### config.mk
export PLATFORM = sky130hd
export DESIGN_NAME = antirebote_arbitrado
export DESIGN_NICKNAME = d
export VERILOG_FILES = /design/src/rtl/antirebote_arbitrado.sv
export SDC_FILE = /design/constraint.sdc
export NUM_CORES = 1
export LEC_CHECK = 0
export CAP_MARGIN = 20
export CELL_PAD_IN_SITES_DETAIL_PLACEMENT = 1
export CELL_PAD_IN_SITES_GLOBAL_PLACEMENT = 2
export CORE_MARGIN = 1.5
export CORE_UTILIZATION = 33
export DETAILED_ROUTE_END_ITERATION = 8
export MAX_ROUTING_LAYER = met4
export PLACE_DENSITY_LB_ADDON = 0.1
export SYNTH_ARGS = -nofsm -noshare
export SYNTH_HDL_FRONTEND = slang
export SYNTH_SLANG_ARGS = --single-unit
### constraint.sdc
create_clock -name clk -period 2.17 [get_ports clk]
set_input_delay 0.434 -clock clk [delete_from_list [all_inputs] [get_ports clk]]
set_output_delay 0.434 -clock clk [all_outputs]
set_load 0.02 [all_outputs]
### src/rtl/antirebote_arbitrado.sv
// Debouncer for N push-buttons that share a single stability counter.
// A round-robin arbiter lends the counter to whichever button disagrees with its debounced level.
module antirebote_arbitrado #(
  parameter int unsigned N      = 4,
  parameter int unsigned LIMITE = 50000,
  parameter int unsigned CW     = 16,
  localparam int unsigned CanalW = (N > 1) ? $clog2(N) : 1
) (
  input  logic              clk,
  input  logic              rst,
  input  logic [N-1:0]      btn_in,
  output logic [N-1:0]      btn_out,
  output logic [N-1:0]      pulso_press,
  output logic [N-1:0]      pulso_release,
  output logic              ocupado,
  output logic [CanalW-1:0] canal
);

  typedef enum logic [0:0] {StLibre, StMidiendo} state_e;

  state_e state_q, state_d;

  logic [N-1:0]      sync_q, btn_s_q;
  logic [N-1:0]      btn_out_q, btn_out_d;
  logic [N-1:0]      press_q, press_d;
  logic [N-1:0]      release_q, release_d;
  logic              ocupado_q, ocupado_d;
  logic [CanalW-1:0] canal_q, canal_d;
  logic [CanalW-1:0] ultimo_q, ultimo_d;
  logic [CW-1:0]     contador_q, contador_d;

  logic [N-1:0]      req;
  logic              grant_valid;
  logic [CanalW-1:0] grant_idx;
  logic              abortar;
  logic              fin;

  assign req     = btn_s_q ^ btn_out_q;
  assign abortar = (btn_s_q[canal_q] == btn_out_q[canal_q]);
  assign fin     = (contador_q == CW'(LIMITE - 1));

  // Round-robin search starting just after the last served channel.
  always_comb begin
    int unsigned       idx;
    logic [CanalW-1:0] idx_c;
    grant_valid = 1'b0;
    grant_idx   = '0;
    idx         = 0;
    idx_c       = '0;
    for (int unsigned k = 0; k < N; k++) begin
      idx = 32'(ultimo_q) + 32'd1 + k;
      if (idx >= N) begin
        idx = idx - N;
      end
      idx_c = CanalW'(idx);
      if (!grant_valid && req[idx_c]) begin
        grant_valid = 1'b1;
        grant_idx   = idx_c;
      end
    end
  end

  always_ff @(posedge clk or negedge rst) begin
    if (!rst) begin
      state_q <= StLibre;
    end else begin
      state_q <= state_d;
    end
  end

  always_comb begin
    state_d = state_q;
    case (state_q)
      StLibre:    if (grant_valid) state_d = StMidiendo;
      StMidiendo: if (abortar || fin) state_d = StLibre;
      default:    state_d = StLibre;
    endcase
  end

  always_comb begin
    btn_out_d  = btn_out_q;
    press_d    = '0;
    release_d  = '0;
    ocupado_d  = ocupado_q;
    canal_d    = canal_q;
    contador_d = contador_q;
    ultimo_d   = ultimo_q;
    case (state_q)
      StLibre: begin
        ocupado_d = 1'b0;
        if (grant_valid) begin
          canal_d    = grant_idx;
          contador_d = '0;
          ocupado_d  = 1'b1;
        end
      end
      StMidiendo: begin
        // Only a return to the accepted level aborts; repeated disagreement keeps counting.
        if (abortar) begin
          ultimo_d  = canal_q;
          ocupado_d = 1'b0;
        end else if (fin) begin
          btn_out_d[canal_q] = btn_s_q[canal_q];
          if (btn_s_q[canal_q]) begin
            press_d[canal_q] = 1'b1;
          end else begin
            release_d[canal_q] = 1'b1;
          end
          ultimo_d  = canal_q;
          ocupado_d = 1'b0;
        end else begin
          contador_d = contador_q + CW'(1);
        end
      end
      default: ;
    endcase
  end

  always_ff @(posedge clk or negedge rst) begin
    if (!rst) begin
      sync_q     <= '0;
      btn_s_q    <= '0;
      btn_out_q  <= '0;
      press_q    <= '0;
      release_q  <= '0;
      ocupado_q  <= 1'b0;
      canal_q    <= '0;
      contador_q <= '0;
      ultimo_q   <= CanalW'(N - 1);
    end else begin
      sync_q     <= btn_in;
      btn_s_q    <= sync_q;
      btn_out_q  <= btn_out_d;
      press_q    <= press_d;
      release_q  <= release_d;
      ocupado_q  <= ocupado_d;
      canal_q    <= canal_d;
      contador_q <= contador_d;
      ultimo_q   <= ultimo_d;
    end
  end

  assign btn_out       = btn_out_q;
  assign pulso_press   = press_q;
  assign pulso_release = release_q;
  assign ocupado       = ocupado_q;
  assign canal         = canal_q;

endmodule

==> metrics.txt <==
Synth Area per Inst 11.45 um^2; clock skew 0.007357 ns; drt first-iter violations 59; critical path's largest stage delay 0.55 ns; max-cap viol count 0; placed wire-length estimate 3843 um; row cnt 28; Vias/cell 5.377; Final Hold Viols 0; final setup fails 1; Clock Tree Root clkbuf_8; clock-pin transition on the worst setup and hold timing paths 0.09 ns; final wirelength 5200 um; top cell type's share of synthesized area 0.5022; fin crit period 2.192 ns; chip width 80.72 um; I/O pin cnt 21; FMAX 456.1 MHz; Crit path top cell by count or4_4; Yosys cell types 46; VDD IR-drop max 0.4277 mV; final design utilization 0.4369; CP max FO 2; initial antenna violation count 0; Reg power frac 0.409; Pint 1.520 mW; CTS Buf Count 5; clock sinks 42; vias after detailed routing 1,597; Die Height 80.72 um; # diodes 0; Area Overhead vs Synth 29.00%; Bufs on Longest Clock Path 2; Synth area leaders dfrtp_1 50%, mux2i_1 3.5%, nand2_1 3.0%; register bit total from synthesis 42; Rel. slew slack 0.4902; Pins Over Slew Limit 0; predominant post-synthesis flop cell dfrtp_1; largest net degree at the start of global routing 35; critical path type reg2reg; P_leak 1.069 nW; Post-Syn Nets 181; CP Capture Type flop; gr ovfl total 0; Gate power share 0.366; # nets final 228; switching share of total power 0.3612; Initial Utilization 0.3386; Sw Pwr 859.8 uW; cell taking the most area after synthesis dfrtp_1; Port Buffers 20; Pwr per Cell Area 925.6 nW/um^2; status finished, violations left; final period utilization 1.010; H-tree Lvls 2; post-detailed-route wirelength per cell 17.51 um; Die Outline Area 6515 um^2; RSZ-0062 raised after global routing yes; 1st-pass router iterations 4; Total GRT Usage 0.1861; DRC violations left 0; commonest non-fill, non-tap cells in the layout 39 x dfrtp_1, 27 x buf_4, 19 x clkdlybuf4s50_1; placed cell areas 2456 um^2; worst setup margin -0.02239 ns; area of the core 5886 um^2; share of post-route cells with drive strength above 1 0.2658; cell area after layout 2571 um^2; critical path required time 2.36 ns; CP cell instances or4_4, or4_4, nor4_4, mux2_4; hold-fix buffers at CTS 0; worst slew pin tran 0.7647 ns; clock share of power 0.225; critical path arrival 2.39 ns; ys async rst share 1.000; sequential area share after synthesis 0.5286; Post-Synthesis Cells 174; CP Launch Type flop; violated checks negative setup slack; Antenna Nets Post-Route 0; TritonCTS clock tree yes; most common cell after layout, fill and taps aside dfrtp_1; worst skew pair latency 0.31 ns; via count of the first global-routing pass 1,728; EDFF count, synth 0; Min-Delay Path Class in2async; Synth warnings 0; Critical-path top delay cell or4_4; synthesized area 1993 um^2; gpl congestion 0.8571; global-route wire length before repair 8735 um
==> cells in the mapped netlist (2+ instances only) <==
cell / instances
a21oi_1: 8
and3_1: 2
and4_1: 2
buf_2: 4
dfrtp_1: 40
dfstp_2: 2
inv_1: 4
mux2_2: 5
mux2i_1: 7
mux4_2: 2
nand2_1: 16
nand2b_1: 4
nand3_1: 6
nand4_1: 5
nand4b_1: 2
nor2_1: 7
nor3_1: 4
nor4_1: 3
o21ai_0: 5
o311ai_0: 3
o31ai_1: 5
o41ai_1: 4
or2_2: 2
or3_1: 3
or4_1: 3
or4_4: 2
xnor2_1: 2
xor2_1: 4
==> sequential cells by signal (all words and copies together) (netlist names), 2 cells and up <==
name	count
pulso_release	4
ultimo_q	2
btn_out	4
btn_s_q	4
contador_q	16
pulso_press	4
sync_q	4
canal	2
==> worst paths after layout <==
path	from	to	slack, ns	depth (start not counted)
worst min-delay path	rst	contador_q[15]	0.19	1
worst max register to register	contador_q[4]	btn_out[0]	-0.02	4
worst max-delay path	contador_q[4]	btn_out[0]	-0.02	4
min in group clk	sync_q[1]	btn_s_q[1]	0.36	0
max in group asynchronous	rst	btn_s_q[2]	1.35	2
worst min register to register	sync_q[1]	btn_s_q[1]	0.36	0
==> stage by stage <==
stage | cells | setup TNS (ns) | setup WS (ns) | hold slack (ns) | power (mW)
6_report | 297 | -0.02239 | -0.02239 | 0.1909 | 2.380
4_1_cts | 295 | -0.04103 | -0.04103 | 0.2312 | 2.372
5_1_grt | 297 | -0.2019 | -0.1141 | 0.2525 | 2.527
3_5_place_dp | 287 | -0.02263 | -0.02263 | 0.3449 | 1.829
2_1_floorplan | 174 | 0 | 0.01190 | 0.1384 | 1.477
3_3_place_gp | 287 | 0 | 0.07081 | 0.3329 | 1.787
==> timing repair <==
action,4_1_cts,5_1_grt
gates cloned,0,0
setup buffers,0,2
setup endpoints to repair,1,9
pin swaps,0,1
resized for setup,1,2
==> layer usage <==
metal / routed length [um] / vias up / GRT usage
met1: 2456 / 815 / 0.2431
met2: 2510 / 27 / 0.2840
met5: 0 / - / -
met4: 101 / 0 / 0.07586
li1: - / 746 / -
met3: 133 / 9 / 0.03523
==> cell type report <==
type / instances / area, um^2
sequential: 42 / 1055
clock inverter: 3 / 25.02
fill: 662 / 3314
inverter: 4 / 15.01
multi-input combinational: 121 / 915.9
tap: 75 / 93.84
clock buffer: 5 / 68.82
timing repair buffer: 47 / 397.9
==> cell families after synthesis <==
kind of cell,Yosys count,synth area share
xor gates and xnor gates,7,0.04018
buffers and inverters,11,0.02511
DFF,42,0.5286
muxes,15,0.09165
AOI/OAI and AO/OA,31,0.1061
and+or+nand+nor,67,0.2021
adders and majority gates,1,0.006276
==> worst max-delay path: cells and delay by family (launching register included) <==
family	cells	cell delay, ns
flops	1	0.40
mux	1	0.33
simple gates	3	1.34
==> power by group through the flow <==
stage | Sequential, mW | Combinational [mW] | Clock [mW]
after floorplan | 1.00 | 0.476 | 0
final | 0.974 | 0.871 | 0.534
after CTS | 0.974 | 0.845 | 0.554
after detailed placement | 0.989 | 0.840 | 0
after global placement | 0.976 | 0.811 | 0
after global routing | 0.992 | 0.952 | 0.583
Note: power is estimated with default switching activity, not from simulation.
